===== src/rtl/down_counter_load.sv =====
// -----------------------------------------------------------------------------
// down_counter_load
//
// Loadable down-counter / timer. The host loads a start value with LOAD; the
// counter then decrements once per clock in which CE is high. When the count
// expires (a CE cycle with the count at 1), TC pulses for one cycle. In
// periodic mode (RELOAD=1) the counter reloads its start value and keeps
// running. In one-shot mode (RELOAD=0) it stops at zero and returns to IDLE.
//
// Parameters:
//   WIDTH  - counter and load-value width in bits
//   RELOAD - 1: periodic (auto-reload on expiry), 0: one-shot (stop at zero)
//
// Ports:
//   CLK    in   1      rising-edge clock
//   RESETN in   1      asynchronous active-low reset
//   LOAD   in   1      synchronous load strobe
//   D      in   WIDTH  load value, sampled when LOAD=1
//   CE     in   1      count enable, one decrement per CE cycle
//   O      out  WIDTH  current count (registered)
//   TC     out  1      terminal-count pulse, one cycle wide (registered)
//   BUSY   out  1      high while the counter is running (registered)
// -----------------------------------------------------------------------------
module down_counter_load #(
    parameter int unsigned WIDTH  = 8,
    parameter bit          RELOAD = 1'b1
) (
    input  logic             CLK,
    input  logic             RESETN,
    input  logic             LOAD,
    input  logic [WIDTH-1:0] D,
    input  logic             CE,
    output logic [WIDTH-1:0] O,
    output logic             TC,
    output logic             BUSY
);

    typedef enum logic [0:0] {
        IDLE = 1'b0,
        RUN  = 1'b1
    } state_t;

    localparam logic [WIDTH-1:0] CNT_ONE = WIDTH'(1);

    state_t           state;
    logic [WIDTH-1:0] cnt;
    logic [WIDTH-1:0] rld;
    logic             tc_q;

    logic [WIDTH-1:0] cnt_dec;
    logic             dec_carry;
    logic             cnt_is_one;
    logic             load_nonzero;

    // Decrement as CNT + all-ones through a ripple of full adders. With the
    // second operand tied to 1, each stage reduces to sum = ~(a ^ c) and
    // carry = a | c. The final carry-out is not needed.
    always_comb begin
        cnt_dec   = '0;
        dec_carry = 1'b0;
        for (int unsigned i = 0; i < WIDTH; i++) begin
            cnt_dec[i] = ~(cnt[i] ^ dec_carry);
            dec_carry  = cnt[i] | dec_carry;
        end
    end

    assign cnt_is_one   = (cnt == CNT_ONE);
    assign load_nonzero = (D != '0);

    always_ff @(posedge CLK or negedge RESETN) begin
        if (!RESETN) begin
            cnt   <= '0;
            rld   <= '0;
            state <= IDLE;
            tc_q  <= 1'b0;
        end else if (LOAD) begin
            // A load overrides any expiry in the same cycle. Loading zero
            // parks the counter in IDLE without a TC pulse.
            rld   <= D;
            cnt   <= D;
            state <= load_nonzero ? RUN : IDLE;
            tc_q  <= 1'b0;
        end else if ((state == RUN) && CE) begin
            if (cnt_is_one) begin
                tc_q <= 1'b1;
                if (RELOAD) begin
                    cnt <= rld;
                end else begin
                    cnt   <= '0;
                    state <= IDLE;
                end
            end else begin
                cnt  <= cnt_dec;
                tc_q <= 1'b0;
            end
        end else begin
            // IDLE holds regardless of CE (no wrap from zero); RUN with CE=0
            // holds the count.
            tc_q <= 1'b0;
        end
    end

    assign O    = cnt;
    assign TC   = tc_q;
    assign BUSY = (state == RUN);

endmodule

===== config.mk =====
export PLATFORM = sky130hd
export DESIGN_NAME = down_counter_load
export DESIGN_NICKNAME = d
export VERILOG_FILES = /design/src/rtl/down_counter_load.sv
export SDC_FILE = /design/constraint.sdc
export NUM_CORES = 1
export LEC_CHECK = 0
export ABC_AREA = 1
export CAP_MARGIN = 5
export CORE_MARGIN = 1
export CORE_UTILIZATION = 48
export CTS_BUF_LIST = sky130_fd_sc_hd__clkbuf_4
export CTS_CLUSTER_DIAMETER = 40
export DETAILED_ROUTE_END_ITERATION = 8
export PLACE_DENSITY = 0.81
export SLEW_MARGIN = 20
export SYNTH_ARGS = -nofsm -noshare
export SYNTH_HDL_FRONTEND = slang
export SYNTH_SLANG_ARGS = --single-unit
export TNS_END_PERCENT = 1

===== constraint.sdc =====
create_clock -name CLK -period 1.8 [get_ports CLK]
set_input_delay 0.54 -clock CLK [delete_from_list [all_inputs] [get_ports CLK]]
set_output_delay 0.54 -clock CLK [all_outputs]
set_load 0.01 [all_outputs]

==> summary.txt <==
Status -> completed
Global-route met3 utilization -> 5.455%
Ys Warns -> 0
# rows -> 17
Post-Syn Area -> 1127 µm²
Arrival @ worst endpoint -> 1.96 ns
Crit-path max FO -> 3
Critical R2R Launch -> O[1]
Register Area -> 450.4 µm²
MaxCap Viol Count -> 0
Worst-margin pin slew -> 0.2335 ns
Setup ws final -> 0.04567 ns
Final GP Congestion -> 0.8067
Gr busiest metal -> met2
CP Capture Type -> flop
Remaining global-route overflow -> 0
CTS Hold Buffers Added -> 0
CTS tree -> built
CTS Sinks -> 18
Sw Share -> 35.04%
Clock power share -> 20.0%
Ports -> 22
Worst vdd ir -> 0.0005640 V
Drt drc -> 0
Share of cells above drive strength 1 -> 25.48%
Pre-CTS WS -> 0.01079 ns
Sequential share of power -> 43.5%
Internal Pwr Total -> 698.9 µW
Worst setup SP type -> flop
Fin util -> 68.27%
Post-Syn Nets -> 148
Worst skew pair latency -> 0.31 ns
Die ar. -> 2546 µm²
Initial antenna violation count -> 0
Static Leak -> 0.7658 nW
Yosys cell types -> 24
Reg2reg setup slack -> 0.05 ns
Via count -> 968
Post-Synthesis Cells -> 129
Min-delay worst type -> reg -> reg
Clock Pin Slew Worst Setup and Hold Paths -> 0.10 ns
Total power draw -> 1.076 mW
Post-layout minimum cycle time -> 1.754 ns
Final setup violation count -> 0
Reg-to-reg endpoint -> O[7]
Fin Clk Skew -> 0.0009527 ns
Hold Crit Depth -> 2
First-pass GRT wire length -> 4381 µm
Post-placement cell count -> 179
Starting density of the core -> 50.96%
Met1 Use GR -> 28.49%
Min Hold Slack -> 0.5222 ns
Drt via density -> 5.232
Hold_sp -> rld[1]
PwrDens -> 712.4 nW/µm²
Reg2reg path depth -> 10
Die X -> 50.46 µm
First-pass DRT Iterations -> 4
Final non-filler cell total -> 185
Gr usage total -> 23.62%
Max-slew headroom -> 84.44%
Port Buffer Count -> 21
Clk buf depth -> 2
Antenna Cells -> 0
Most common cell after layout, fill and taps aside -> nand2_1
Finished Cell Area -> 1510 µm²
Commonest non-fill, non-tap cells in the layout -> nand2_1, dfrtp_1, nand3_1, inv_1, clkdlybuf4s50_1
Critical path class -> reg -> reg
TNS Setup -> 0 ns
Synth-to-layout area growth -> 33.96%
Share of Yosys cell area claimed by the top area cell type -> 39.96%
Avg Inst Size Synth -> 8.739 µm²
Slowest stage delay, CP -> 0.37 ns
HPWL after DPL -> 1907 µm
Final Hold Fails -> 0
Worst Hold End -> rld[1]
Top delay family on crit path -> adder cells
Psw -> 376.9 µW
Multi-input logic area -> 629.4 µm²
Initial drt markers -> 53
Slew Viols, Final -> 0
Slowest CP cell -> dfrtp_1
Fill cell count -> 182
Vias in the first global route -> 966
Htree depth -> 1
Area leader, netlist -> dfrtp_1
Die Y -> 50.46 µm
Top cell by count, worst path -> ha_4
WL final -> 2551 µm
Root buffer cell -> clkbuf_4
Core Area -> 2212 µm²
Dpl cell area -> 1441 µm²
Largest net degree at the start of global routing -> 20
Post-route ant nets -> 0
Global routing usage on met2 -> 38.67%
Drt wl/cell -> 13.79 µm
#FFs+latches synth -> 18
Period Utilization, post-route -> 97.46%
Worst-path cell chain -> inv_2 -> ha_4 -> ha_4 -> ha_4 -> ha_4 -> ha_4 -> ha_4 -> xor2_2 -> nand3_1 -> nand3_1
Top cells by area, synth -> dfrtp_1, nand2_1, ha_1
Final nets -> 178
CTS buffer count -> 3
Buf/Inv on CP -> 1
Worst Path Required -> 2.00 ns
Sequential cell area fraction in the yosys report -> 39.96%
Fmax -> 0.5700 GHz
Logic pwr share -> 36.5%
how the worst max path moves through the flow:
stage          startpoint   end  slack [ns]  cells after the start
6_report             O[1]  O[7]        0.05                     10
5_1_grt              O[1]  O[7]      -0.006                     10
2_1_floorplan        O[0]  O[7]       0.006                     10
3_5_place_dp         O[1]  O[7]        0.01                     10
3_3_place_gp         O[1]  O[7]        0.07                     10
4_1_cts              O[1]  O[7]       0.009                     10
cells in the mapped netlist (all sizes together):
| library cell | number |
|---|---|
| o21ai | 14 |
| nand2 | 33 |
| nor2 | 8 |
| a21oi | 1 |
| ha | 7 |
| inv | 23 |
| dfrtp | 18 |
| xor2 | 1 |
| nand4 | 1 |
| clkinv | 1 |
| o21a | 1 |
| nand3 | 16 |
| nor3 | 3 |
| buf | 2 |
flip-flops by register name, summed over array words and instances (netlist names):
register	flops
TC	1
BUSY	1
O	8
rld	8
per-layer routing:
layer	part of all wire (%)	routed length, µm
met1	42	1062
met2	50	1284
met3	5.3	136
met4	2.7	68
met5	0	0
final cells by class:
type,instances,area share [%]
clock buffer,3,1.491
multi-input combinational,85,41.67
tap,28,2.320
inverter,24,6.545
sequential,18,29.83
timing repair buffer,27,18.14
worst register-to-register path: cells and delay by family, from the launching register on:
family / cells / cell delay [ns]
DFF: 1 / 0.37
and+or+nand+nor: 2 / 0.14
xor gates and xnor gates: 1 / 0.13
buffers and inverters: 1 / 0.06
adders and majority gates: 6 / 0.94
cell families (layout without fill, tap and decap cells):
family | Yosys count | in the layout | synth area share, %
adder cells (fa/ha/maj) | 7 | 7 | 7.769
AND/OR/NAND/NOR | 61 | 61 | 32.63
buffers and inverters | 26 | 54 | 11.54
AO/OA/AOI/OAI | 16 | 16 | 7.325
flip-flops | 18 | 18 | 39.96
XOR/XNOR | 1 | 1 | 0.7771
power by group through the flow:
| stage | Clock, mW | Combinational (mW) | Sequential, mW |
|---|---|---|---|
| after floorplan | 0 | 0.228 | 0.488 |
| after global placement | 0 | 0.363 | 0.475 |
| after detailed placement | 0 | 0.373 | 0.478 |
| after CTS | 0.214 | 0.384 | 0.466 |
| after global routing | 0.232 | 0.436 | 0.471 |
| final | 0.215 | 0.392 | 0.468 |
what timing repair did:
action,CTS,global route
setup endpoints to repair,6,5
gates resized for setup,4,9
buffers inserted,2,1
pin swaps,1,2
Power figures use the tool's default switching activity.
==> patch 1, RTL diff (config.mk and constraints unchanged) <==
Change the parameter `RELOAD` from 1'b1 to 1'b0.
--- a/src/rtl/down_counter_load.sv
+++ b/src/rtl/down_counter_load.sv
@@ -23,7 +23,7 @@
 // -----------------------------------------------------------------------------
 module down_counter_load #(
     parameter int unsigned WIDTH  = 8,
-    parameter bit          RELOAD = 1'b1
+    parameter bit          RELOAD = 1'b0
 ) (
     input  logic             CLK,
     input  logic             RESETN,
Check against the original RTL: not equivalent (a bounded check fails within 4 cycles, from zero or initial values and one cycle with RESETN low).
==> patch 1 against the unedited design <==
- clock skew rose by 0.012 ns
- first-iteration DRC count fell by 81%
- sequential cell count shrank 8
- area after synthesis shrank 36%
- final area is 31% lower
- total power down 36%
- die area is 35% lower
- wire length down 36%
- worst setup slack better by 0.0018 ns
- critical path type unchanged
- largest cell class unchanged
==> patch 1: results (changes against the unedited design) <==
Buffers, non-clock -> 23 (-15%)
setup bufs post-CTS -> 0 (-2)
vias in the first global route -> 643 (-33%)
multi-input gates -> 67 (-21%)
top post-synthesis cells by area -> dfrtp_1 (35%), ha_1 (12%), nand2_1 (11%), nor2_1 (8.3%), nand3_1 (6.9%)
Int Pwr -> 0.465 mW (-33%)
non-clock inverter total of the final layout -> 22 (-8.3%)
wire per inst -> 11.7 µm (-15%)
final non-filler cell total -> 140 (-24%)
NetSw -> 0.226 mW (-40%)
DP Wirelength -> 1200 µm (-37%)
post-synthesis sequential area ratio -> 34.6% (-5.4 points)
pre-CTS WS -> 0.0471 ns (+0.0363 ns)
syn_nets -> 120 (-19%)
area of the multi-input gates -> 433 µm² (-31%)
outcome -> finished clean
fin area -> 1040 µm² (-31%)
Iteration-0 DRC Markers -> 10 (-81%)
Worst EP arrival -> 1.90 ns (-0.06 ns)
first-pass GRT wire length -> 2550 µm (-42%)
Synth top cells by count -> nand2_1 (22), nor2_1 (16), inv_1 (13)
clk slew on worst S/H paths -> 0.07 ns (-0.03 ns)
Final nets -> 146 (-18%)
Non-clock buffers, area share -> 21.9% (+3.7 points)
share of cells above drive strength 1 -> 19.2% (-6.3 points)
Placer Congestion -> 0.746 (-7.5%)
largest net degree at the start of global routing -> 12 (-40%)
Max IR drop VDD -> 0.326 mV (-42%)
Layout clock area frac -> 2.16% (+0.67 points)
## patch 1: logic make-up after synthesis
family / after synthesis / share of synthesized area, %
adders and majority gates: 7 / 12.1
AOI/OAI and AO/OA: 9 / 7.44
DFF: 10 / 34.6
and+or+nand+nor: 51 / 29.9
buffers and inverters: 24 / 15.9
## patch 1: per-layer routing
metal  up-vias  GRT usage (%)  routed length (µm)
met5         -              0                   0
met4         0           13.3                  12
met3         2           3.26                  76
met2        21           43.8                 828
met1       316           26.1                 719
li1        357              -                   -
## patch 1: how the worst max path moves through the flow
stage,depth (start not counted),from,endpoint,slack [ns]
finish,10,O[1],O[6],0.05
global route,12,O[1],O[7],-0.03
CTS,2,O[0],O[0],0.008
detailed placement,12,O[1],O[7],0.05
global placement,10,O[1],O[6],0.08
floorplan,10,O[0],O[6],0.02
## patch 1: repair_timing
action,4_1_cts,5_1_grt
gates resized for setup,0,3
setup endpoints to repair,0,3
hold buffers,0,0
==> patch 2, RTL diff (same flow settings) <==
Without the edit above. Make the reset (`RESETN`) synchronous in one clocked block. Comments in the files are not updated.
--- a/src/rtl/down_counter_load.sv
+++ b/src/rtl/down_counter_load.sv
@@ -67,7 +67,7 @@
     assign cnt_is_one   = (cnt == CNT_ONE);
     assign load_nonzero = (D != '0);
 
-    always_ff @(posedge CLK or negedge RESETN) begin
+    always_ff @(posedge CLK) begin
         if (!RESETN) begin
             cnt   <= '0;
             rld   <= '0;
Formal check against the unedited RTL: differs if RESETN is asserted again (counterexample within 4 cycles, from zero or initial values and one cycle with RESETN low); with RESETN held inactive, the same outputs for 10 cycles.
==> patch 2 against the unedited design <==
- critical path type is now reg -> out
- utilization rose by 3.3 points
- hold slack worse by 0.040 ns
- first-iteration DRC count is 57% lower
- worst setup slack worse by 0.0022 ns
- non-clock buffer count shrank 2
- synthesized cell count increased by 5.4%
- global-route usage is 2.7 points lower
- sequential cell count stayed put
- total power is 6.7% lower
- final area shrank 6.0%
- wire length shrank 7.0%
- area after synthesis decreased by 8.4%
==> patch 2: results (changes against the unedited design) <==
first-pass GRT wire length -> 3820 µm (-13%)
Reg2Reg Launch Point -> O[1]
hold path start -> rld[4]
post-synthesis sequential area ratio -> 34.9% (-5.0 points)
highest-delay cell along the critical path -> clkdlybuf4s50_1
GRT Util Overall -> 20.9% (-2.7 points)
top post-synthesis cells by area -> dfxtp_1 (35%), ha_1 (8.5%), nand2_1 (8.4%), nand3_1 (6.8%), inv_1 (5.8%)
reg-to-reg critical path endpoint -> O[7]
Synth top cells by count -> nand2_1 (23), dfxtp_1 (18), inv_1 (16)
synthesized instance count -> 136 (+5.4%)
Max IR drop VDD -> 0.545 mV (-3.4%)
largest net degree at the start of global routing -> 18 (-10%)
worst clock skew -> 0.00800 ns (+0.00705 ns)
Netlist cell types -> 22 (-8.3%)
Worst EP arrival -> 1.22 ns (-0.74 ns)
crit-path leading delay family -> buffers and inverters
Leak Pwr -> 0.578 nW (-25%)
Main synth FF type -> dfxtp_1
sw frac -> 32.3% (-2.8 points)
outcome -> finished clean
Worst Max-Slew Pin Slew -> 0.382 ns (+0.148 ns)
max incr delay on CP -> 0.54 ns (+0.17 ns)
Final nets -> 183 (+2.8%)
FF-to-FF path depth -> 11 (+1)
Via Count -> 989 (+2.2%)
Placer Congestion -> 0.838 (+3.9%)
Iteration-0 DRC Markers -> 23 (-57%)
setup bufs post-CTS -> 0 (-2)
share of cells above drive strength 1 -> 28.8% (+3.4 points)
Vias/cell -> 5.21 (-0.52%)
Hold Path End -> rld[4]
Async SR Flop Fraction -> 0% (-100 points)
dpl cells -> 186 (+3.9%)
syn_nets -> 155 (+4.7%)
patch 2: layout make-up:
type                       instances  area (µm²)
multi-input combinational         91         651
inverter                          25        96.3
clock buffer                       4        30.0
sequential                        18         367
tap                               27        33.8
timing repair buffer              25         241
fill                             159         563
patch 2: kinds of logic after synthesis:
group | count (synthesis) | synth area share, %
AND/OR/NAND/NOR | 56 | 29.2
adder cells (fa/ha/maj) | 7 | 8.48
flip-flops | 18 | 34.9
AO/OA/AOI/OAI | 28 | 16.8
buffers and inverters | 27 | 10.5
patch 2: routing by layer:
layer | routed length (µm) | up-vias | part of all wire [%] | global-route usage (%)
met5 | 0 | - | 0 | 0
met2 | 1170 | 38 | 49 | 37.6
met4 | 27 | 0 | 1.1 | 7.84
li1 | - | 499 | - | -
met3 | 160 | 5 | 6.7 | 3.14
met1 | 1010 | 447 | 43 | 25.0
patch 2: what timing repair did:
item,in CTS,in global routing
pin swaps,1,1
hold buffers,0,0
resized for setup,6,8
endpoints found under the setup margin,4,3
patch 2: how the worst max path moves through the flow:
| stage | from | end | depth (start not counted) |
|---|---|---|---|
| floorplan | O[0] | O[6] | 10 |
| global placement | O[0] | O[6] | 10 |
| detailed placement | O[0] | O[6] | 10 |
| CTS | O[0] | O[7] | 10 |
| global route | O[0] | O[7] | 11 |
| finish | O[2] | O[2] | 1 |
patch 2: per-stage QoR:
stage | util (%) | setup slack, ns
after floorplan | - | 0.00181
after global placement | 66.0 | -0.00419
after detailed placement | 66.0 | -0.0406
after CTS | 68.6 | -0.0126
after global routing | 71.6 | 0.00939
final | 71.6 | 0.0435
patch 2: power by group through the flow:
stage / Clock (mW) / Combinational (mW) / Sequential [mW]
global placement: 0 / 0.279 / 0.448
finish: 0.232 / 0.330 / 0.441
floorplan: 0 / 0.176 / 0.456
detailed placement: 0 / 0.285 / 0.449
global route: 0.243 / 0.360 / 0.445
CTS: 0.230 / 0.295 / 0.441
